--- src/rtl/conv_pkg.sv ---
// Shared widths, fixed-point defaults and FSM encoding for the convolution allocator.
// Latency: n/a (declarations only).
// Backpressure: n/a.
package conv_pkg;

    localparam int DATA_W        = 18;
    localparam int PROD_W        = 2 * DATA_W;
    localparam int COORD_W       = 8;
    localparam int DEPTH_W       = 9;
    localparam int WADDR_W       = 14;
    localparam int FRAC_BITS_DEF = 8;

    // Cycles spent in DRAIN so the last beat's product has reached the accumulator.
    localparam int DRAIN_CYC = 3;

    // Output saturation limits of the 18-bit signed result.
    localparam int SAT_MAX_INT = 131071;
    localparam int SAT_MIN_INT = -131072;
    localparam logic [DATA_W-1:0] SAT_MAX = 18'h1FFFF;
    localparam logic [DATA_W-1:0] SAT_MIN = 18'h20000;

    typedef enum logic [1:0] {
        ST_IDLE  = 2'd0,
        ST_ARMED = 2'd1,
        ST_DRAIN = 2'd2,
        ST_FULL  = 2'd3
    } state_t;

endpackage

--- src/rtl/allocator_mac.sv ---
// Multiply-accumulate core: product register, clearable accumulator, shift/saturate/ReLU output.
// Latency: product registered one cycle after operands, accumulated the cycle after; output is combinational on acc + pending product.
// Backpressure: none; consumes one operand pair per cycle. ReLU enabled by defining ALLOCATOR_RELU_EN.
module allocator_mac
    import conv_pkg::*;
#(
    parameter int FRAC_BITS = FRAC_BITS_DEF,
    parameter int ACC_W     = 48
)
(
    input  logic                clk,
    input  logic                rst,
    input  logic                i_clr,
    input  logic                i_vld,
    input  logic [DATA_W-1:0]   i_dat,
    input  logic [DATA_W-1:0]   i_wgt,
    output logic [DATA_W-1:0]   o_result
);

    localparam logic signed [ACC_W-1:0] W_MAX = ACC_W'(SAT_MAX_INT);
    localparam logic signed [ACC_W-1:0] W_MIN = ACC_W'(SAT_MIN_INT);

    logic signed [PROD_W-1:0] w_dat_x;
    logic signed [PROD_W-1:0] w_wgt_x;
    logic signed [PROD_W-1:0] w_prod;
    logic signed [PROD_W-1:0] r_prod;
    logic                     r_prod_vld;
    logic signed [ACC_W-1:0]  r_acc;
    logic signed [ACC_W-1:0]  w_prod_ext;
    logic signed [ACC_W-1:0]  w_add;
    logic signed [ACC_W-1:0]  w_acc_next;
    logic signed [ACC_W-1:0]  w_shifted;
    logic [DATA_W-1:0]        w_sat;

    // Sign-extend both operands so the low PROD_W bits of the product are the exact signed result.
    assign w_dat_x    = {{DATA_W{i_dat[DATA_W-1]}}, i_dat};
    assign w_wgt_x    = {{DATA_W{i_wgt[DATA_W-1]}}, i_wgt};
    assign w_prod     = w_dat_x * w_wgt_x;
    assign w_prod_ext = {{(ACC_W-PROD_W){r_prod[PROD_W-1]}}, r_prod};
    assign w_add      = r_prod_vld ? w_prod_ext : {ACC_W{1'b0}};
    // The output stage looks at acc plus the pending product, so a beat in the
    // final pipeline slot is still counted when the result is captured.
    assign w_acc_next = r_acc + w_add;
    assign w_shifted  = w_acc_next >>> FRAC_BITS;

    // Product register and accumulator; a clear also drops the product in flight.
    always_ff @(posedge clk) begin
        if (!rst) begin
            r_prod     <= '0;
            r_prod_vld <= 1'b0;
            r_acc      <= '0;
        end else if (i_clr) begin
            r_prod_vld <= 1'b0;
            r_acc      <= '0;
        end else begin
            r_prod_vld <= i_vld;
            if (i_vld) begin
                r_prod <= w_prod;
            end
            r_acc <= w_acc_next;
        end
    end

    // Saturate the shifted sum to 18 bits, optionally clamping negatives to zero.
    always_comb begin
        w_sat = w_shifted[DATA_W-1:0];
        if (w_shifted > W_MAX) begin
            w_sat = SAT_MAX;
        end else if (w_shifted < W_MIN) begin
            w_sat = SAT_MIN;
        end
`ifdef ALLOCATOR_RELU_EN
        if (w_sat[DATA_W-1]) begin
            w_sat = '0;
        end
`endif
    end

    assign o_result = w_sat;

endmodule

--- src/rtl/allocator.sv ---
// Per-DSP convolution allocator: captures a centre, accumulates in-window pixel*weight beats, emits one result pixel.
// Latency: beat -> weight address 1 cycle, accumulate at 3; result_valid 4 cycles after round_done rises.
// Backpressure: issue_block held in DRAIN and while the result waits in FULL; ALLOCATOR_RELU_EN enables ReLU on the result.
module allocator
    import conv_pkg::*;
#(
    parameter int FRAC_BITS = FRAC_BITS_DEF,
    parameter int ACC_W     = 48
)
(
    input  logic                 clk,
    input  logic                 rst,
    input  logic [1:0]           filter_halfsize,
    input  logic [DEPTH_W-1:0]   image_depth,
    input  logic [COORD_W-1:0]   positioner_x,
    input  logic [COORD_W-1:0]   positioner_y,
    input  logic                 positioner_select,
    input  logic [COORD_W-1:0]   issue_x,
    input  logic [COORD_W-1:0]   issue_y,
    input  logic [DATA_W-1:0]    issue_data,
    input  logic                 issue_en,
    input  logic                 round_done,
    output logic                 issue_block,
    output logic [WADDR_W-1:0]   weight_read_addr,
    input  logic [DATA_W-1:0]    weight_read_data,
    output logic [DATA_W-1:0]    result_data,
    output logic [COORD_W-1:0]   result_x,
    output logic [COORD_W-1:0]   result_y,
    output logic                 result_valid,
    input  logic                 result_ready
);

    state_t               r_state;
    logic [COORD_W-1:0]   r_cx;
    logic [COORD_W-1:0]   r_cy;
    logic [DEPTH_W-1:0]   r_z;
    logic [COORD_W-1:0]   r_prev_x;
    logic [COORD_W-1:0]   r_prev_y;
    logic                 r_rd_q;
    logic [1:0]           r_drain_cnt;
    logic                 r_s1_vld;
    logic [DATA_W-1:0]    r_s1_dat;
    logic                 r_s2_vld;
    logic [DATA_W-1:0]    r_s2_dat;

    logic                 w_capture;
    logic                 w_beat;
    logic                 w_rd_rise;
    logic                 w_new_pix;
    logic [DEPTH_W-1:0]   w_z_cur;
    logic [DEPTH_W-1:0]   w_z_next;
    logic [8:0]           w_dx;
    logic [8:0]           w_dy;
    logic [8:0]           w_2h;
    logic [2:0]           w_k;
    logic                 w_in_win;
    logic [5:0]           w_tap;
    logic [WADDR_W-1:0]   w_addr;
    logic [DATA_W-1:0]    w_result;

    // A select is honoured in IDLE, ARMED, and in FULL only on the handshake cycle.
    assign w_capture = positioner_select &&
                       ((r_state == ST_IDLE) || (r_state == ST_ARMED) ||
                        ((r_state == ST_FULL) && result_ready));
    // The beat that coincides with a re-centre belongs to the old centre and is dropped.
    assign w_beat    = issue_en && (r_state == ST_ARMED) && !positioner_select;
    assign w_rd_rise = round_done && !r_rd_q;

    // Channel index restarts on a new pixel coordinate or after the last channel.
    assign w_new_pix = (issue_x != r_prev_x) || (issue_y != r_prev_y);
    assign w_z_cur   = w_new_pix ? '0 : r_z;
    assign w_z_next  = (w_z_cur == image_depth - 9'd1) ? '0 : w_z_cur + 9'd1;

    // Window offsets in 9-bit two's complement; negative or beyond 2h means outside.
    assign w_dx     = {1'b0, issue_x} - {1'b0, r_cx} + {7'b0, filter_halfsize};
    assign w_dy     = {1'b0, issue_y} - {1'b0, r_cy} + {7'b0, filter_halfsize};
    assign w_2h     = {6'b0, filter_halfsize, 1'b0};
    assign w_k      = {filter_halfsize, 1'b1};
    assign w_in_win = !w_dx[8] && !w_dy[8] && (w_dx <= w_2h) && (w_dy <= w_2h);

    // Filter memory is laid out tap-major, channel-minor.
    assign w_tap  = 6'(w_dy[2:0]) * 6'(w_k) + 6'(w_dx[2:0]);
    assign w_addr = WADDR_W'(w_tap) * WADDR_W'(image_depth) + WADDR_W'(w_z_cur);

    // Pause issue while draining and while an undrained result is held.
    assign issue_block = (r_state == ST_DRAIN) || ((r_state == ST_FULL) && !result_ready);

    // Beat pipeline: channel tracking, weight address issue, data aligned to read latency.
    always_ff @(posedge clk) begin
        if (!rst) begin
            r_rd_q           <= 1'b0;
            r_z              <= '0;
            r_prev_x         <= '0;
            r_prev_y         <= '0;
            r_s1_vld         <= 1'b0;
            r_s1_dat         <= '0;
            r_s2_vld         <= 1'b0;
            r_s2_dat         <= '0;
            weight_read_addr <= '0;
        end else begin
            r_rd_q   <= round_done;
            r_s2_dat <= r_s1_dat;
            if (w_capture) begin
                r_s1_vld <= 1'b0;
                r_s2_vld <= 1'b0;
                r_z      <= '0;
            end else begin
                r_s1_vld <= w_beat && w_in_win;
                r_s2_vld <= r_s1_vld;
                if (w_beat) begin
                    r_z      <= w_z_next;
                    r_prev_x <= issue_x;
                    r_prev_y <= issue_y;
                end
            end
            if (w_beat && w_in_win) begin
                weight_read_addr <= w_addr;
                r_s1_dat         <= issue_data;
            end
        end
    end

    allocator_mac #(
        .FRAC_BITS (FRAC_BITS),
        .ACC_W     (ACC_W)
    ) u_mac (
        .clk      (clk),
        .rst      (rst),
        .i_clr    (w_capture),
        .i_vld    (r_s2_vld),
        .i_dat    (r_s2_dat),
        .i_wgt    (weight_read_data),
        .o_result (w_result)
    );

    // Round control FSM with registered result port.
    always_ff @(posedge clk) begin
        if (!rst) begin
            r_state      <= ST_IDLE;
            r_cx         <= '0;
            r_cy         <= '0;
            r_drain_cnt  <= '0;
            result_data  <= '0;
            result_x     <= '0;
            result_y     <= '0;
            result_valid <= 1'b0;
        end else begin
            case (r_state)
                ST_IDLE: begin
                    if (positioner_select) begin
                        r_cx    <= positioner_x;
                        r_cy    <= positioner_y;
                        r_state <= ST_ARMED;
                    end
                end
                ST_ARMED: begin
                    if (positioner_select) begin
                        r_cx <= positioner_x;
                        r_cy <= positioner_y;
                    end else if (w_rd_rise) begin
                        r_drain_cnt <= '0;
                        r_state     <= ST_DRAIN;
                    end
                end
                ST_DRAIN: begin
                    if (r_drain_cnt == 2'(DRAIN_CYC - 1)) begin
                        result_data  <= w_result;
                        result_x     <= r_cx;
                        result_y     <= r_cy;
                        result_valid <= 1'b1;
                        r_state      <= ST_FULL;
                    end else begin
                        r_drain_cnt <= r_drain_cnt + 2'd1;
                    end
                end
                ST_FULL: begin
                    if (result_ready) begin
                        result_valid <= 1'b0;
                        if (positioner_select) begin
                            r_cx    <= positioner_x;
                            r_cy    <= positioner_y;
                            r_state <= ST_ARMED;
                        end else begin
                            r_state <= ST_IDLE;
                        end
                    end
                end
                default: r_state <= ST_IDLE;
            endcase
        end
    end

endmodule

--- config.mk ---
export PLATFORM = sky130hd
export DESIGN_NAME = allocator
export DESIGN_NICKNAME = d
export VERILOG_FILES = /design/src/rtl/conv_pkg.sv /design/src/rtl/allocator_mac.sv /design/src/rtl/allocator.sv
export SDC_FILE = /design/constraint.sdc
export NUM_CORES = 2
export LEC_CHECK = 0
export BUFFER_PORTS_ARGS = -buffer_cell sky130_fd_sc_hd__buf_2
export CORE_MARGIN = 2
export CORE_UTILIZATION = 35
export CTS_CLUSTER_SIZE = 16
export DETAILED_ROUTE_END_ITERATION = 12
export GPL_ROUTABILITY_DRIVEN = 0
export SYNTH_ARGS = -nofsm -noshare
export SYNTH_HDL_FRONTEND = slang
export SYNTH_SLANG_ARGS = --single-unit
--- constraint.sdc ---
create_clock -name clk -period 13 [get_ports clk]
set_clock_uncertainty 0.2 [all_clocks]
set_input_delay 2.6 -clock clk [delete_from_list [all_inputs] [get_ports clk]]
set_output_delay 2.6 -clock clk [all_outputs]
set_load 0.02 [all_outputs]
==> results.cfg <==
[drt]
detailed_router_s_first_iteration_violation_count = 881
post_drt_wl_per_cell_um = 15.4
antenna_violating_nets_left = 0
route.detailed.vias_per_inst = 4.89
wl_mm = 63.0
first_pass_iters = 5
drcViolationCount = 0
via_count = 19900

[global_route]
grt_start_max_net_pins = 62
first_pass_grt_wire_length_mm = 106
globalRouteTotalUtil_pct = 16.7
via_count_of_the_first_global_routing_pass = 20800
initial_antenna_violation_count = 5
grt_overflow = 0

[sta]
final_max_slew_viols = 0
setup_repair_after_global_routing_missed_its_margin = no
final_critical_path_setup_slack_ns = 2.52
finalSetupViolCount = 0
worst_pin_slew_ns = 1.19
period_needed_ns = 10.48
final_min_period_over_clock_period_pct = 80.6
slew_headroom_pct = 20.5
fin_hold_ws_ns = 0.250
final_hold_viol_count = 0
fmax_mhz = 95.4
total_negative_slack_for_setup_checks_ns = 0

[floorplan]
num_io_pins = 135
placement_rows = 100
die-area_um2 = 77600
core_region_area_um2 = 74600
chipWidth_um = 279
start_util_pct = 35.4
height_of_the_chip_um = 279

[clocking]
cts_setup_buffers = 0
postCtsHoldBufs = 0
cts_sinks = 218
post_cts_resize_count = 0
cts_buffers = 26
clock_insertion_delay_worst_skew_ns = 0.58
tritoncts = yes
htree_num_levels = 1
clockRootBuffer = sky130_fd_sc_hd__clkbuf_16
cts_buffer_depth = 3
clock_slew_seen_by_the_registers_of_the_worst_setup_and_hold_paths_ns = 0.06

[power_and_ir_drop]
static-leakage-power_uw = 0.0139
peakVddDrop_mv = 0.544
power.density_nw_per_um2 = 165

[final_layout]
multi_input_comb_area_um2 = 19700
layout.nets = 3772
layout.area.seq_um2 = 4360
post_route_cells_drive_above_1_share_pct = 7.27
area_growth_pct = 9.32
insertedDiodeCount = 0
num-fill-cells = 7709

[outcome]
status = finished clean

[yosys]
synthesis.instances = 3042
netlist-cell-type-count = 77
synth.avg_cell_area_um2 = 8.67
synth_ff_type = sky130_fd_sc_hd__dfxtp_1
synth.yosys.warnings = 0
ys_top_cells_by_area = sky130_fd_sc_hd__fa_1 28%, sky130_fd_sc_hd__dfxtp_1 17%, sky130_fd_sc_hd__ha_1 11%
synthDominantCellAreaShare_pct = 28.2
async_flop_share_pct = 0
syn_area_um2 = 26400
yosysSeqAreaShare_pct = 16.5
ys_ff_latch = 218
synth_enable_flop_cells = 0
syn_nets = 3722
yosys.area.top_type = sky130_fd_sc_hd__fa_1

[worst_setup_path]
endpoint_type_of_the_worst_setup_path = register
arrival_ns = 10.79
crit_path_max_incr_delay_ns = 0.55
setup.worst_path.start_class = input port
critPathRequiredTime_ns = 13.31
critPathKind = input port to register
path_max_fanout = 9
critPathSlowestCell = sky130_fd_sc_hd__fa_1
path_common_cell = sky130_fd_sc_hd__fa_1

[place]
buffer_ports.inserted = 134
hpwlAfterDp_mm = 50.9
dpl_worst_slack_ns = 1.92

[flow_run]
max_cap_viol_count = 0

[hold_path]
type_of_the_worst_min_delay_path = register to register
cell usage after synthesis, drive strengths merged (4+ instances only):
library cell,n
o31ai,5
o21bai,18
nor2,106
or3,8
nand4,25
o21a,17
a21boi,29
a22oi,4
nor3,26
fa,371
xnor2,98
and2,238
o31a,4
inv,494
o22ai,14
nor4,6
a21oi,126
buf,12
nand2b,44
o2bb2ai,6
a31oi,13
and3,18
mux2i,42
a211oi,15
a21o,47
ha,224
clkbuf,121
nand2,387
a2111oi,6
o211ai,9
nand3,41
nand3b,7
dfxtp,218
xor2,38
nor2b,66
o21ai,90
flip-flops by register name, indices dropped and copies added, names as in the netlist, 9 cells and up:
signal and flops:
u_mac.r_acc 48, u_mac.r_prod 36, r_s1_dat 18, r_s2_dat 18
result_data 18, weight_read_addr 14, r_z 9
per-layer routing:
metal  global-route usage [%]  wire length [µm]  vias to the layer above
met1                     22.0             28900                     9817
li1                         -                 -                     9707
met4                     2.48               947                        8
met5                        0                54                        -
met3                     2.28              2420                       63
met2                     29.7             30600                      341
cells by family (layout without fill, tap and decap cells):
family,count (synthesis),in the layout,synth area share [%]
XOR/XNOR,136,136,4.51
AND/OR/NAND/NOR,986,986,18.7
adder cells (fa/ha/maj),595,595,38.8
buffers and inverters,627,695,9.02
flip-flops,218,218,16.5
multiplexers,42,42,1.59
AO/OA/AOI/OAI,438,438,10.9
power by group:
| group | switching [µW] | leakage, µW | internal [µW] |
|---|---|---|---|
| logic | 1800 | 0.0117 | 1490 |
| registers | 16.4 | 0.00176 | 685 |
| clock network | 306 | 0.000450 | 476 |
through the flow:
stage | area [µm²] | power, µW | utilization (%) | instances
finish | 28800 | 4770 | 38.7 | 4079
CTS | 28800 | 4860 | 38.7 | 4079
floorplan | 26400 | 3450 | - | 3042
global placement | 27900 | 3970 | 37.4 | 4033
detailed placement | 27900 | 4010 | 37.4 | 4033
global route | 28800 | 5400 | 38.7 | 4079
cell type report:
class                      instances  area share, %
multi-input combinational       2197           68.2
sequential                       218           15.1
inverter                         494           6.43
tap                              969           4.20
timing repair buffer             155           2.88
clock buffer                      36           2.56
clock inverter                    10          0.620
path summary, 6_finish.rpt:
check                           slack (ns)                     start                           endpoint  cells after the start
worst min-delay path                  0.25  result_x[5]$_SDFFE_PN0P_           result_x[5]$_SDFFE_PN0P_                      2
worst max-delay path                  2.52        filter_halfsize[1]  weight_read_addr[13]$_SDFFE_PN0P_                     32
worst max register to register        4.42      r_cy[1]$_SDFFE_PN0P_  weight_read_addr[13]$_SDFFE_PN0P_                     30
worst min register to register        0.25  result_x[5]$_SDFFE_PN0P_           result_x[5]$_SDFFE_PN0P_                      2
worst max-delay path: cells and delay by family:
kind	cells	cell delay (ns)
AO/OA/AOI/OAI	8	1.26
XOR/XNOR	3	1.02
adder cells (fa/ha/maj)	10	4.86
buffers and inverters	7	0.59
multiplexers	1	0.09
AND/OR/NAND/NOR	3	0.37
cells in the final DEF, fill, tap and decap left out, types with 18 or more instances in the layout:
| cell | Yosys | layout |
|---|---|---|
| sky130_fd_sc_hd__inv_1 | 494 | 494 |
| sky130_fd_sc_hd__nand2_1 | 386 | 386 |
| sky130_fd_sc_hd__fa_1 | 371 | 371 |
| sky130_fd_sc_hd__and2_1 | 237 | 237 |
| sky130_fd_sc_hd__ha_1 | 224 | 224 |
| sky130_fd_sc_hd__dfxtp_1 | 218 | 218 |
| sky130_fd_sc_hd__buf_2 | 9 | 133 |
| sky130_fd_sc_hd__a21oi_1 | 126 | 126 |
| sky130_fd_sc_hd__nor2_1 | 105 | 105 |
| sky130_fd_sc_hd__xnor2_1 | 98 | 98 |
| sky130_fd_sc_hd__o21ai_0 | 83 | 83 |
| sky130_fd_sc_hd__nor2b_1 | 66 | 66 |
| sky130_fd_sc_hd__a21o_1 | 47 | 47 |
| sky130_fd_sc_hd__nand2b_1 | 44 | 44 |
| sky130_fd_sc_hd__mux2i_1 | 42 | 42 |
| sky130_fd_sc_hd__nand3_1 | 41 | 41 |
| sky130_fd_sc_hd__xor2_1 | 38 | 38 |
| sky130_fd_sc_hd__a21boi_0 | 29 | 29 |
| sky130_fd_sc_hd__clkbuf_16 | 0 | 26 |
| sky130_fd_sc_hd__nor3_1 | 25 | 25 |
| sky130_fd_sc_hd__nand4_1 | 24 | 24 |
| sky130_fd_sc_hd__buf_4 | 0 | 22 |
| sky130_fd_sc_hd__o21bai_1 | 18 | 18 |
Power figures use the tool's default switching activity.
